`src/rtl/pipe_ctrl_pkg.sv`:
```
// Shared types and encodings for the pipeline hazard controller.
package pipe_ctrl_pkg;

   typedef enum logic [2:0] {
      ST_RUN        = 3'd0,
      ST_LOAD_STALL = 3'd1,
      ST_BR_FLUSH   = 3'd2,
      ST_MEM_WAIT   = 3'd3,
      ST_ERR        = 3'd4
   } state_t;

   localparam logic [1:0] MEM_R_NONE = 2'b11;
   localparam logic [1:0] MEM_W_NONE = 2'b11;
   localparam logic [4:0] REG_X0     = 5'd0;

   // Load in ID/EX writes a non-x0 register that the ID instruction reads.
   function automatic logic load_use_hit(
      input logic [4:0] rs1,
      input logic [4:0] rs2,
      input logic       uses_rs2,
      input logic [4:0] rd,
      input logic [1:0] mem_r,
      input logic       reg_w
   );
      return (mem_r != MEM_R_NONE) && reg_w && (rd != REG_X0) &&
             ((rd == rs1) || (uses_rs2 && (rd == rs2)));
   endfunction

endpackage

```
`src/rtl/sat_cnt.sv`:
```
// Saturating up-counter with synchronous active-high clear.
module sat_cnt #(
   parameter int unsigned W = 16
) (
   input  logic         clk,
   input  logic         rst,
   input  logic         inc,
   output logic [W-1:0] cnt
);

   // Count up on inc, hold once all-ones is reached.
   always_ff @(posedge clk) begin
      if (rst) begin
         cnt <= '0;
      end else if (inc && (cnt != {W{1'b1}})) begin
         cnt <= cnt + W'(1);
      end
   end

endmodule

```
`src/rtl/pipe_hazard_ctrl.sv`:
```
// Pipeline hazard controller: load-use bubbles, branch flushes,
// data-memory wait freezes with timeout, and a stall-cycle counter.
module pipe_hazard_ctrl
   import pipe_ctrl_pkg::*;
#(
   parameter int unsigned CNT_W       = 16,
   parameter int unsigned MEM_TIMEOUT = 15
) (
   input  logic             clk,
   input  logic             rst,
   input  logic [4:0]       id_rs1,
   input  logic [4:0]       id_rs2,
   input  logic             id_uses_rs2,
   input  logic [4:0]       idex_rd,
   input  logic [1:0]       idex_mem_r,
   input  logic             idex_reg_w,
   input  logic             exmem_brnc,
   input  logic             dmem_req,
   input  logic             dmem_ready,
   output logic             pc_en,
   output logic             ifid_en,
   output logic             ifid_flush,
   output logic             idex_flush,
   output logic             exmem_flush,
   output logic             mem_stall,
   output logic             timeout_err,
   output logic [CNT_W-1:0] stall_cnt
);

   localparam int unsigned WAIT_W = $clog2(MEM_TIMEOUT + 1);

   state_t            state;
   state_t            state_nxt;
   logic [WAIT_W-1:0] wait_cnt;
   logic              hazard;
   logic              mem_busy;
   logic              wait_last;

   assign hazard    = load_use_hit(id_rs1, id_rs2, id_uses_rs2,
                                   idex_rd, idex_mem_r, idex_reg_w);
   assign mem_busy  = dmem_req && !dmem_ready;
   // Current wait cycle is the MEM_TIMEOUT-th one without ready.
   assign wait_last = (wait_cnt == WAIT_W'(MEM_TIMEOUT - 1));

   // State register.
   always_ff @(posedge clk) begin
      if (rst) begin
         state <= ST_RUN;
      end else begin
         state <= state_nxt;
      end
   end

   // Wait counter: zero outside MEM_WAIT, counts cycles spent waiting.
   always_ff @(posedge clk) begin
      if (rst || (state != ST_MEM_WAIT)) begin
         wait_cnt <= '0;
      end else if (!dmem_ready) begin
         wait_cnt <= wait_cnt + WAIT_W'(1);
      end
   end

   // Next state and combinational pipeline controls.
   always_comb begin
      state_nxt   = state;
      pc_en       = 1'b1;
      ifid_en     = 1'b1;
      ifid_flush  = 1'b0;
      idex_flush  = 1'b0;
      exmem_flush = 1'b0;
      mem_stall   = 1'b0;
      timeout_err = 1'b0;
      if (rst) begin
         state_nxt   = ST_RUN;
         pc_en       = 1'b0;
         ifid_en     = 1'b0;
         ifid_flush  = 1'b1;
         idex_flush  = 1'b1;
         exmem_flush = 1'b1;
      end else begin
         case (state)
            ST_RUN: begin
               if (mem_busy) begin
                  pc_en     = 1'b0;
                  ifid_en   = 1'b0;
                  mem_stall = 1'b1;
                  state_nxt = ST_MEM_WAIT;
               end else if (exmem_brnc) begin
                  ifid_flush  = 1'b1;
                  idex_flush  = 1'b1;
                  exmem_flush = 1'b1;
                  state_nxt   = ST_BR_FLUSH;
               end else if (hazard) begin
                  pc_en      = 1'b0;
                  ifid_en    = 1'b0;
                  idex_flush = 1'b1;
                  state_nxt  = ST_LOAD_STALL;
               end
            end
            // Bubble already in flight; stale branch/hazard inputs ignored.
            ST_LOAD_STALL: state_nxt = ST_RUN;
            ST_BR_FLUSH:   state_nxt = ST_RUN;
            ST_MEM_WAIT: begin
               if (dmem_ready) begin
                  state_nxt = ST_RUN;
               end else begin
                  pc_en     = 1'b0;
                  ifid_en   = 1'b0;
                  mem_stall = 1'b1;
                  if (wait_last) begin
                     state_nxt = ST_ERR;
                  end
               end
            end
            ST_ERR: begin
               pc_en       = 1'b0;
               ifid_en     = 1'b0;
               mem_stall   = 1'b1;
               timeout_err = 1'b1;
            end
            default: state_nxt = ST_RUN;
         endcase
      end
   end

   // Count cycles where the PC is held.
   sat_cnt #(.W(CNT_W)) u_stall_cnt (
      .clk (clk),
      .rst (rst),
      .inc (!pc_en && !rst),
      .cnt (stall_cnt)
   );

endmodule

```
`config.mk`:
```
export PLATFORM = sky130hd
export DESIGN_NAME = pipe_hazard_ctrl
export DESIGN_NICKNAME = d
export VERILOG_FILES = /design/src/rtl/pipe_ctrl_pkg.sv /design/src/rtl/sat_cnt.sv /design/src/rtl/pipe_hazard_ctrl.sv
export SDC_FILE = /design/constraint.sdc
export NUM_CORES = 1
export LEC_CHECK = 0
export CAP_MARGIN = 40
export CELL_PAD_IN_SITES_DETAIL_PLACEMENT = 1
export CELL_PAD_IN_SITES_GLOBAL_PLACEMENT = 1
export CORE_MARGIN = 5
export CORE_UTILIZATION = 33
export CTS_BUF_LIST = sky130_fd_sc_hd__clkbuf_16
export DETAILED_ROUTE_END_ITERATION = 16
export GPL_TIMING_DRIVEN = 0
export PLACE_DENSITY_LB_ADDON = 0.1
export REMOVE_ABC_BUFFERS = 1
export SYNTH_ARGS = -nofsm -noshare
export SYNTH_HDL_FRONTEND = slang
export SYNTH_HIERARCHICAL = 1
export SYNTH_SLANG_ARGS = --single-unit
```
`constraint.sdc`:
```
create_clock -name clk -period 3.6 [get_ports clk]
set_clock_uncertainty 0.1 [all_clocks]
set_input_delay 1.08 -clock clk [delete_from_list [all_inputs] [get_ports clk]]
set_output_delay 1.08 -clock clk [all_outputs]
set_load 0.02 [all_outputs]
```
; ---- Yosys cells after proc, flatten, opt, wreduce, memory -nomap -nowiden
; Index checks and enable logic that the tools add are counted.
[word_totals]
register_bits = 23
word_cells = 58
input_bits = 24
[op_classes]
add_sub_neg = 2
n_eq_ne = 10
muxes = 27
bitwise = 1
reduce_logical = 15
[ops]
columns = cell, n
row1 = $mux 1, 19
row2 = $add 16x1->16 const B, 1
row3 = $ne 16x16->1 const B, 1
row4 = $mux 3, 5
row5 = $eq 5x5->1, 2
row6 = $pmux 3 s3, 1
row7 = $logic_and 1x1->1, 7
row8 = $pmux 1 s3, 2
row9 = $reduce_bool 5->1, 1
row10 = $add 4x1->4 const B, 1
row11 = $eq 4x4->1 const B, 1
row12 = $ne 4x4->1 const B, 1
row13 = $eq 3x2->1 const B, 1
row14 = $eq 3x3->1 const B, 1
row15 = $logic_not 1->1, 3
row16 = $logic_not 3->1, 1
row17 = $ne 3x2->1 const B, 1
row18 = $ne 3x3->1 const B, 1
row19 = $reduce_and 3->1, 1
row20 = $logic_or 1x1->1, 2
row21 = $ne 2x2->1 const B, 1
row22 = $not 1->1, 1

; ---- Longest topological paths before layout
; Gate-level depths: netlist of the first run.
[logic_depth]
depth_word = 12
mapped_depth = 8

; ---- By module
; The synthesis of the first run kept the hierarchy.
[by_module_without_submodules]
columns = module, seq_area_each_um2, cells_each, n_inst, area_each_um2
row1 = sat_cnt, 320.3, 99, 1, 848.3
row2 = pipe_hazard_ctrl, 140.1, 71, 1, 571.8

; ---- Worst setup path after synthesis of the first run
; OpenSTA, ideal clock, no wires.
[synth_path]
kind = input-to-output
startpoint = in idex_rd[1]
endpoint = out pc_en
path_slack_ns = 0.021
path_stages = 5
arrival_time_ns = 2.399
path_buffers = 1
t_required_ns = 2.420
path_cell_list = or4_1 > o211ai_2 > or3_1 > o221a_1 > buf_4
[synth_via]
elab_chain_cells = 9
word_cells_on_any_way = 12
classes_between = eq/ne: 2 / mux: 5 / reduce/logical: 5
[synth_lines]
columns = item, line_no
row1 = from (decl), pipe_hazard_ctrl.sv:14  ; input logic [4:0] idex_rd,
row2 = $eq 5x5->1, pipe_ctrl_pkg.sv:26  ; ((rd == rs1) || (uses_rs2 && (rd == rs2)));
row3 = $logic_and 1x1->1, pipe_ctrl_pkg.sv:26
row4 = $logic_or 1x1->1, pipe_ctrl_pkg.sv:26
row5 = $logic_and 1x1->1 *, pipe_ctrl_pkg.sv:25  ; return (mem_r != MEM_R_NONE) && reg_w && (rd != REG_X0) &&
row6 = $mux 1 * (3 in a row), --
row7 = $pmux 1 s3 *, --
row8 = $mux 1 *, --
row9 = to (decl), pipe_hazard_ctrl.sv:20  ; output logic pc_en,
; Every way passes the cells marked *; elsewhere a longest branch is shown, timed or not.

; ---- Worst setup path in the final report of the first run
[layout_path]
startpoint = in dmem_ready
endpoint = out pc_en
[layout_via]
elab_chain_cells = 5
word_cells_on_any_way = 6
classes_between = mux: 4 / reduce/logical: 2
[layout_lines]
columns = item, line_no
row1 = from (decl), pipe_hazard_ctrl.sv:19  ; input logic dmem_ready,
row2 = $logic_not 1->1, --
row3 = $logic_and 1x1->1, pipe_hazard_ctrl.sv:41  ; assign mem_busy = dmem_req && !dmem_ready;
row4 = $mux 1, pipe_hazard_ctrl.sv:83  ; if (mem_busy) begin
row5 = $pmux 1 s3 *, pipe_hazard_ctrl.sv:81  ; case (state)
row6 = $mux 1 *, pipe_hazard_ctrl.sv:73  ; if (rst) begin
; Marked as above.

==> results of run 1 <==
## where the power goes
part,internal (mW),switching [mW]
clock,0.149,0.0923
combinational,0.0484,0.0545
sequential,0.258,0.00352
## flip-flops by register name, indices dropped and copies added (netlist names)
register / cells
u_stall_cnt/cnt: 16
wait_cnt: 4
state: 3
## routing by layer
layer	wire, µm	up-vias	share of wire	GRT usage
li1	-	729	-	-
met1	1880	717	0.45	0.207
met2	2140	30	0.51	0.284
met3	150	6	0.036	0.0356
met4	50	0	0.012	0.0485
met5	0	-	0	0
## layout by cell type (no fill, tap or decap), types with 2 or more instances in the layout
cell | netlist | layout
buf_4 | 2 | 4
nand4b_1 | 2 | 2
nor3_1 | 7 | 6
nor2b_1 | 3 | 2
clkbuf_16 | 0 | 3
clkbuf_2 | 0 | 5
buf_2 | 1 | 3
dlymetal6s2s_1 | 0 | 2
nand2_2 | 1 | 2
xnor2_1 | 4 | 3
buf_8 | 0 | 2
inv_1 | 8 | 8
clkdlybuf4s15_1 | 0 | 2
and4_1 | 3 | 3
dlygate4sd2_1 | 0 | 11
ha_1 | 3 | 3
xor2_1 | 11 | 11
a21oi_1 | 15 | 15
or3_1 | 5 | 5
o31ai_1 | 7 | 7
buf_6 | 0 | 3
nand3_1 | 7 | 7
nor4_1 | 3 | 2
nand4_1 | 4 | 4
dfxtp_1 | 23 | 23
or4_1 | 9 | 8
nand2_1 | 8 | 7
clkdlybuf4s50_1 | 0 | 18
o21ai_0 | 5 | 5
nor2_1 | 15 | 15
## metrics by stage
stage / power [mW] / TNS [ns] / hold WS (ns) / instance area [µm²] / util
after floorplan: 0.309 / 0 / 0.360 / 1390 / -
after global placement: 0.365 / -13.35 / 0.410 / 1910 / 0.467
after detailed placement: 0.370 / -10.98 / 0.418 / 1920 / 0.471
after CTS: 0.614 / -0.00227 / 0.430 / 2010 / 0.493
after global routing: 0.637 / -0.0484 / 0.472 / 2030 / 0.496
final: 0.606 / 0 / 0.430 / 2030 / 0.496
## cells by family (layout without fill, tap and decap cells)
| logic type | count (synthesis) | after routing | share of synthesized area |
|---|---|---|---|
| flip-flops | 23 | 23 | 0.324 |
| XOR/XNOR | 15 | 15 | 0.0925 |
| AO/OA/AOI/OAI | 36 | 36 | 0.166 |
| AND/OR/NAND/NOR | 76 | 76 | 0.330 |
| adder cells (fa/ha/maj) | 3 | 3 | 0.0264 |
| multiplexers | 2 | 2 | 0.0150 |
| buffers and inverters | 15 | 62 | 0.0458 |
## synth_stat cells (2+ instances only)
master / count / area [µm²]
nor2b_1: 3 / 18.8
inv_1: 8 / 30.0
nor2_1: 15 / 56.3
o21ai_0: 5 / 25.0
nand4_1: 4 / 25.0
a21oi_1: 15 / 75.1
o31ai_1: 7 / 52.6
nor3_1: 7 / 35.0
xor2_1: 11 / 96.3
xnor2_1: 4 / 35.0
nand2_1: 8 / 30.0
nand3_1: 7 / 35.0
dfxtp_1: 23 / 460
buf_4: 2 / 15.0
and4_1: 3 / 26.3
nor4_1: 3 / 18.8
or4_1: 9 / 67.6
nand4b_1: 2 / 17.5
clkbuf_1: 3 / 11.3
or3_1: 5 / 31.3
ha_1: 3 / 37.5
## area by class of cell
class / count / share of cell area
inverter: 8 / 0.0148
timing repair buffer: 50 / 0.225
sequential: 23 / 0.227
tap: 50 / 0.0309
clock inverter: 1 / 0.00247
multi-input combinational: 132 / 0.463
clock buffer: 3 / 0.0370
## timing repair
item | CTS | global route
resized for setup | 68 | 18
hold buffers | 0 | 0
pin swaps | 15 | 10
buffers inserted | 2 | 1
setup endpoints to repair | 20 | 6
## worst max-delay path, cell delays in order
cell and delay [ns]:
buf_4 0.14, and4bb_2 0.35, nor2_4 0.05, or3_1 0.37, o221a_1 0.27, buf_6 0.15
## final timing paths
| path | from | endpoint | slack, ns | depth (start not counted) |
|---|---|---|---|---|
| setup reg to reg | state[2] | u_stall_cnt/cnt[11] | 0.88 | 7 |
| hold reg to reg | state[2] | state[2] | 0.43 | 2 |
| hold / removal | state[2] | state[2] | 0.43 | 2 |
| setup / recovery | dmem_ready | pc_en | 0.02 | 6 |
==> impl_metrics.toml, run 1 <==
[final_layout]
nNetsFinal = 245
diodes = 0
fillers = 492
seq_area_um2 = 460
syn2layout_area_growth_pct = 42.7
layout.cells.non_filler = 267
multi_input_area_um2 = 938
drive_above_1_share = 0.171

[timing]
max_freq_mhz = 279
setup_viol = 0
setup_ws_ns = 0.0173
timing.final.hold_violations = 0
tightest_slew_ns = 0.872
fin_crit_sh = 0.995
maxSlewHeadroom = 0.414
slew_violations = 0
finalCriticalPeriod_ns = 3.58
rsz0062_at_grt = "true"

[yosys]
synthFlopType = "dfxtp_1"
synth-seq-cells = 23
synth.avg_cell_area_um2 = 8.35
syn_inst = 170
synthArstFlopShare = 0
netlist-cell-type-count = 44
yosys_warnings = 6
synth_edf_count = 0
yosysSeqAreaShare = 0.324
mappedNetlistArea_um2 = 1420

[die]
ios = 47
rows = 23
die_w_um = 75.6
dieArea_um2 = 5720
die_h_um = 75.6
core_um2 = 4090
initial_core_util = 0.348

[placement]
io_buffers = 46
dp.cells = 260
gp_congestion = 0.799
hpwl_um = 3160
dpl_worst_slack_ns = -0.923

[clocking]
cts_max_level = 1
clock_path_buffers = 2
cts_num_sinks = 23
clkTransAtPathRegs_ns = 0.06
cts_tree = "yes"
cts_buffers = 3
cts-root-buf = "clkbuf_16"
clk_latency_ns = 0.26

[grt]
grt_pass1_wl_um = 7380
first_global_vias = 1586
track_usage = 0.165
antenna_found_initial = 0
overflow = 0
grt_start_max_net_pins = 22

[drt]
final_antenna_net_count = 0
viasPerCell = 5.55
drc = 0
wl_per_cell_um = 15.8
routed_wl_um = 4210
drt_iter0_drc = 94
firstDrtPassIters = 4
via_count = 1482

[critical_path]
end_kind = "output port"
path_max_fanout = 7
crit_type = "in2out"
cp.arrival_ns = 2.40
cp.required_ns = 2.42
start_kind = "input pin"

[power_and_ir_drop]
p_per_area_nw_per_um2 = 299
p_leak_nw = 0.767
ir_worst_vdd_uv = 151

[run_status]
status = "finished, final reports clean"

[min_path]
hp-class = "reg2reg"

[flow_run]
maxCapViolCount = 0
Note: power is estimated with default switching activity, not from simulation.
==> inputs of run 2 (changes only) <==
SLEW_MARGIN = 20   (was default)
==> run 2 against run 1 <==
  * Count of clock-buffer cells in the layout unchanged
  * Worst setup slack got worse by 0.00057 ns
  * Sequential share of layout area decreased by 0.25 points
  * Largest power group unchanged
  * Maximum frequency about the same
  * Register-to-register slack improved by 0.08 ns
  * Critical path type unchanged
  * Non-clock buffer count increased by 2
  * Clock power about the same
==> impl_metrics.toml, run 2 (synthesized netlist as in run 1, its figures left out) <==
[power_and_ir_drop]
switching_share = 0.246
p_leak_nw = 0.783
internal_power_mw = 0.456
p_total_mw = 0.605
p_comb_frac = 0.169
share_seq_of_total_power = 0.432
ir_worst_vdd_uv = 164
pwr-share-clk = 0.399
p_switching_mw = 0.148
p_per_area_nw_per_um2 = 295

[drt]
firstDrtPassIters = 4
drc = 0
via_count = 1469
routed_wl_um = 4230
drt_iter0_drc = 80
wl_per_cell_um = 15.7
final_antenna_net_count = 0
viasPerCell = 5.46

[timing]
fin_crit_sh = 0.995
tns_ns = 0
max_freq_mhz = 279
rsz0062_at_grt = "true"
slew_violations = 0
timing.final.hold_violations = 0
tightest_slew_ns = 0.643
finalCriticalPeriod_ns = 3.58
setup_ws_ns = 0.0168
setup_viol = 0
maxSlewHeadroom = 0.566

[clocking]
cts-root-buf = "clkbuf_16"
clkTransAtPathRegs_ns = 0.06
cts_buffers = 3
cts_num_sinks = 23
clock_path_buffers = 2
clk_latency_ns = 0.25
cts_tree = "yes"
cts_max_level = 1

[die]
dieArea_um2 = 5720
die_w_um = 75.6
die_h_um = 75.6
rows = 23
initial_core_util = 0.348
core_um2 = 4090
ios = 47

[critical_path]
cp.arrival_ns = 2.40
cp.required_ns = 2.42
reg2reg_depth = 7
path_max_fanout = 4
startpoint = "dmem_req"
end_kind = "output port"
crit_type = "in2out"
regToRegStartpoint = "state[2]"
rrSetupSlack_ns = 0.96
rr_endpoint = "u_stall_cnt/cnt[11]"
start_kind = "input pin"

[placement]
gp_congestion = 0.799
hpwl_um = 3190
io_buffers = 46
dpl_worst_slack_ns = -0.905
dpl_cell_area_um2 = 1920

[final_layout]
nNetsFinal = 247
mostFrequentLayoutCells = "23 x dfxtp_1, 21 x clkdlybuf4s50_1, 15 x nor2_1, 15 x a21oi_1, 11 x xor2_1"
syn2layout_area_growth_pct = 44.3
largest_register_ffs = 16
largest_registers = "u_stall_cnt/cnt x16, wait_cnt x4, state x3"
utilization = 0.502
diodes = 0
layout_commonest_cell = "dfxtp_1"
top_register = "u_stall_cnt/cnt"
fin_area_um2 = 2050
drive_above_1_share = 0.155

[min_path]
worstHoldPathCells = 2
holdPathEnd = "state[2]"
hold_start = "state[2]"
hp-class = "reg2reg"

[grt]
track_usage = 0.162
first_global_vias = 1566
grt_start_max_net_pins = 21
overflow = 0
antenna_found_initial = 0
grt_pass1_wl_um = 7260

[run_status]
status = "finished, final reports clean"

[flow_run]
maxCapViolCount = 0
run 2: cell count changes in the layout (fill, tap and decap cells not counted), sizes merged:
| cell | change |
|---|---|
| clkbuf | -4 |
| clkdlybuf4s50 | +3 |
| buf | +2 |
| dlymetal6s2s | +2 |
| dlygate4sd2 | -1 |
run 2: per-layer routing:
metal	track usage	wire length, µm	up-vias
li1	-	-	733
met3	0.0343	151	2
met1	0.204	1890	711
met5	0	0	-
met4	0.0272	21	0
met2	0.288	2170	23
run 2: critical path, stage by stage:
cell	delay, ns
clkdlybuf4s50_1	0.47
nand2b_2	0.08
nor2b_2	0.18
a21oi_1	0.18
inv_1	0.08
dlygate4sd2_1	0.33
run 2: metrics by stage:
stage | hold slack (ns) | cells
final | 0.418 | 269
after global routing | 0.459 | 269
after CTS | 0.422 | 267
after detailed placement | 0.412 | 260
after global placement | 0.410 | 259
after floorplan | 0.360 | 163
run 2: worst max path at each step:
| stage | endpoint | slack, ns | cells past startpoint |
|---|---|---|---|
| floorplan | ifid_en | 0.09 | 4 |
| global placement | ifid_en | -0.88 | 6 |
| detailed placement | pc_en | -0.91 | 6 |
| CTS | pc_en | -0.03 | 6 |
| global route | exmem_flush | -0.04 | 6 |
| finish | ifid_flush | 0.02 | 6 |
run 2: repair_timing:
action | 4_1_cts | 5_1_grt
resized for setup | 54 | 17
pin swaps | 11 | 13
hold endpoints to repair | 0 | 0
cloned | 0 | 0
hold buffers | 0 | 0
setup buffers | 3 | 1
setup endpoints to repair | 20 | 12
run 2: power groups by stage:
stage                     clock network, mW  registers [mW]  logic, mW
after floorplan                           0           0.268     0.0416
after global placement                    0           0.266     0.0985
after detailed placement                  0           0.267      0.103
after CTS                             0.248           0.261      0.100
after global routing                  0.258           0.262      0.112
final                                 0.241           0.261      0.102
run 2: cell type report:
type / instances / area, µm²
Inverter: 8 / 30.0
Fill cell: 501 / 2040
Multi-Input combinational cell: 132 / 926
Clock buffer: 3 / 75.1
Timing Repair Buffer: 52 / 490
Clock inverter: 1 / 5.00
Sequential cell: 23 / 460
Tap cell: 50 / 62.6
==> inputs of run 3 (changes only) <==
==> constraint.sdc (replaced) <==
create_clock -name clk -period 3.6 [get_ports clk]
set_clock_uncertainty 0.1 [all_clocks]
set_input_delay 0.72 -clock clk [delete_from_list [all_inputs] [get_ports clk]]
set_output_delay 0.72 -clock clk [all_outputs]
set_load 0.02 [all_outputs]
==> run 3 against run 2 <==
  * Clock power barely moved
  * Maximum frequency rose by 2.9%
  * Worst hold slack lost 0.0033 ns
  * Worst setup slack improved by 0.10 ns
  * Register-to-register slack lost 0.05 ns
  * Power is 0.47% lower
  * Final cell count decreased by 1.5%
  * Core utilization decreased by 0.98 points
  * First-iteration DRC count decreased by 10%
  * Die area unchanged
  * Combinational power is essentially flat
  * Critical path type unchanged
  * Critical endpoint is now pc_en
==> impl_metrics.toml, run 3 (synthesized netlist as in run 1, its figures left out) <==
[critical_path]
reg2reg_depth = 7
end_kind = "output port"
critPathMaxStageDelay_ns = 0.56
cp_cell_sequence = "clkdlybuf4s50_1 -> or4_1 -> o211ai_2 -> or3_1 -> o221a_1 -> dlygate4sd2_1"
cp.required_ns = 2.78
crit_type = "in2out"
start_kind = "input pin"
slowest_stage = "or4_1"
crit_family = "buffers and inverters"
cp.depth = 6
cp.arrival_ns = 2.66
path_max_fanout = 4
crit_buf_inv = 2

[die]
rows = 23
core_um2 = 4090
die_w_um = 75.6
initial_core_util = 0.348
ios = 47
die_h_um = 75.6
dieArea_um2 = 5720

[final_layout]
syn2layout_area_growth_pct = 41.5
largest_registers = "u_stall_cnt/cnt x16, wait_cnt x4, state x3"
fillers = 496
layout.cells.non_filler = 265
multi_input_area_um2 = 901
drive_above_1_share = 0.0744
layout_commonest_cell = "clkdlybuf4s50_1"
largest_register_ffs = 16
seq_area_um2 = 460
top_register = "u_stall_cnt/cnt"
mostFrequentLayoutCells = "43 x clkdlybuf4s50_1, 23 x dfxtp_1, 15 x nor2_1, 15 x a21oi_1, 11 x xor2_1"
utilization = 0.492
diodes = 0
nNetsFinal = 243

[timing]
setup_viol = 0
fin_crit_sh = 0.967
slew_violations = 0
max_freq_mhz = 287
rsz0062_at_grt = "false"
hold_slack_ns = 0.415
tightest_slew_ns = 0.637
setup_ws_ns = 0.119
timing.final.hold_violations = 0
finalCriticalPeriod_ns = 3.48
tns_ns = 0
maxSlewHeadroom = 0.570

[min_path]
hp-class = "reg2reg"
worstHoldPathCells = 2

[drt]
final_antenna_net_count = 0
viasPerCell = 5.51
firstDrtPassIters = 4
via_count = 1461
routed_wl_um = 4160
drc = 0
wl_per_cell_um = 15.7
drt_iter0_drc = 72

[clocking]
clkTransAtPathRegs_ns = 0.06
clock_path_buffers = 2
cts_buffers = 3
cts_tree = "yes"
cts-root-buf = "clkbuf_16"
clk_latency_ns = 0.25
cts_max_level = 1
cts_num_sinks = 23

[placement]
dp.cells = 260
hpwl_um = 3190
io_buffers = 46
dpl_worst_slack_ns = -0.352
gp_congestion = 0.799

[grt]
antenna_found_initial = 0
track_usage = 0.160
first_global_vias = 1540
overflow = 0
grt_pass1_wl_um = 7180
grt_start_max_net_pins = 21

[power_and_ir_drop]
p_leak_nw = 0.698
ir_worst_vdd_uv = 164
p_per_area_nw_per_um2 = 299

[run_status]
status = "finished, final reports clean"

[flow_run]
maxCapViolCount = 0
run 3: worst paths after layout:
path	startpoint	end	slack [ns]
worst max-delay path	idex_rd[1]	pc_en	0.12
worst min-delay path	state[2]	state[2]	0.41
worst max register to register	state[2]	u_stall_cnt/cnt[11]	0.91
worst min register to register	state[2]	state[2]	0.41
run 3: metrics by stage:
stage               instance area, µm²  total power, mW
floorplan                         1390            0.309
global placement                  1910            0.365
detailed placement                1920            0.369
CTS                               2000            0.610
global route                      2010            0.629
finish                            2010            0.602
run 3: layout make-up:
class / count / area share
Tap cell: 50 / 0.0311
Clock inverter: 1 / 0.00249
Timing Repair Buffer: 48 / 0.237
Multi-Input combinational cell: 132 / 0.448
Clock buffer: 3 / 0.0374
Inverter: 8 / 0.0149
Sequential cell: 23 / 0.229
run 3: layer usage:
metal,GRT usage,routed length [µm],up-vias
met3,0.0343,161,2
met4,0.0272,21,0
met2,0.286,2120,27
met1,0.200,1850,705
li1,-,-,727
met5,0,0,-
run 3: power breakdown:
group	switching [mW]	internal, mW	total (mW)
Clock	0.0913	0.149	0.241
Combinational	0.0492	0.0508	0.0999
Sequential	0.00353	0.258	0.261
run 3: tightest hold or removal path, delay by kind of cell (launching register included):
kind | cells | cell delay (ns)
DFF | 1 | 0.32
and+or+nand+nor | 1 | 0.08
AOI/OAI and AO/OA | 1 | 0.06
run 3: what timing repair did:
action / CTS / global route
buffers inserted: 0 / 0
hold buffers: 0 / 0
setup endpoints to repair: 6 / 7
gates resized for setup: 4 / 1
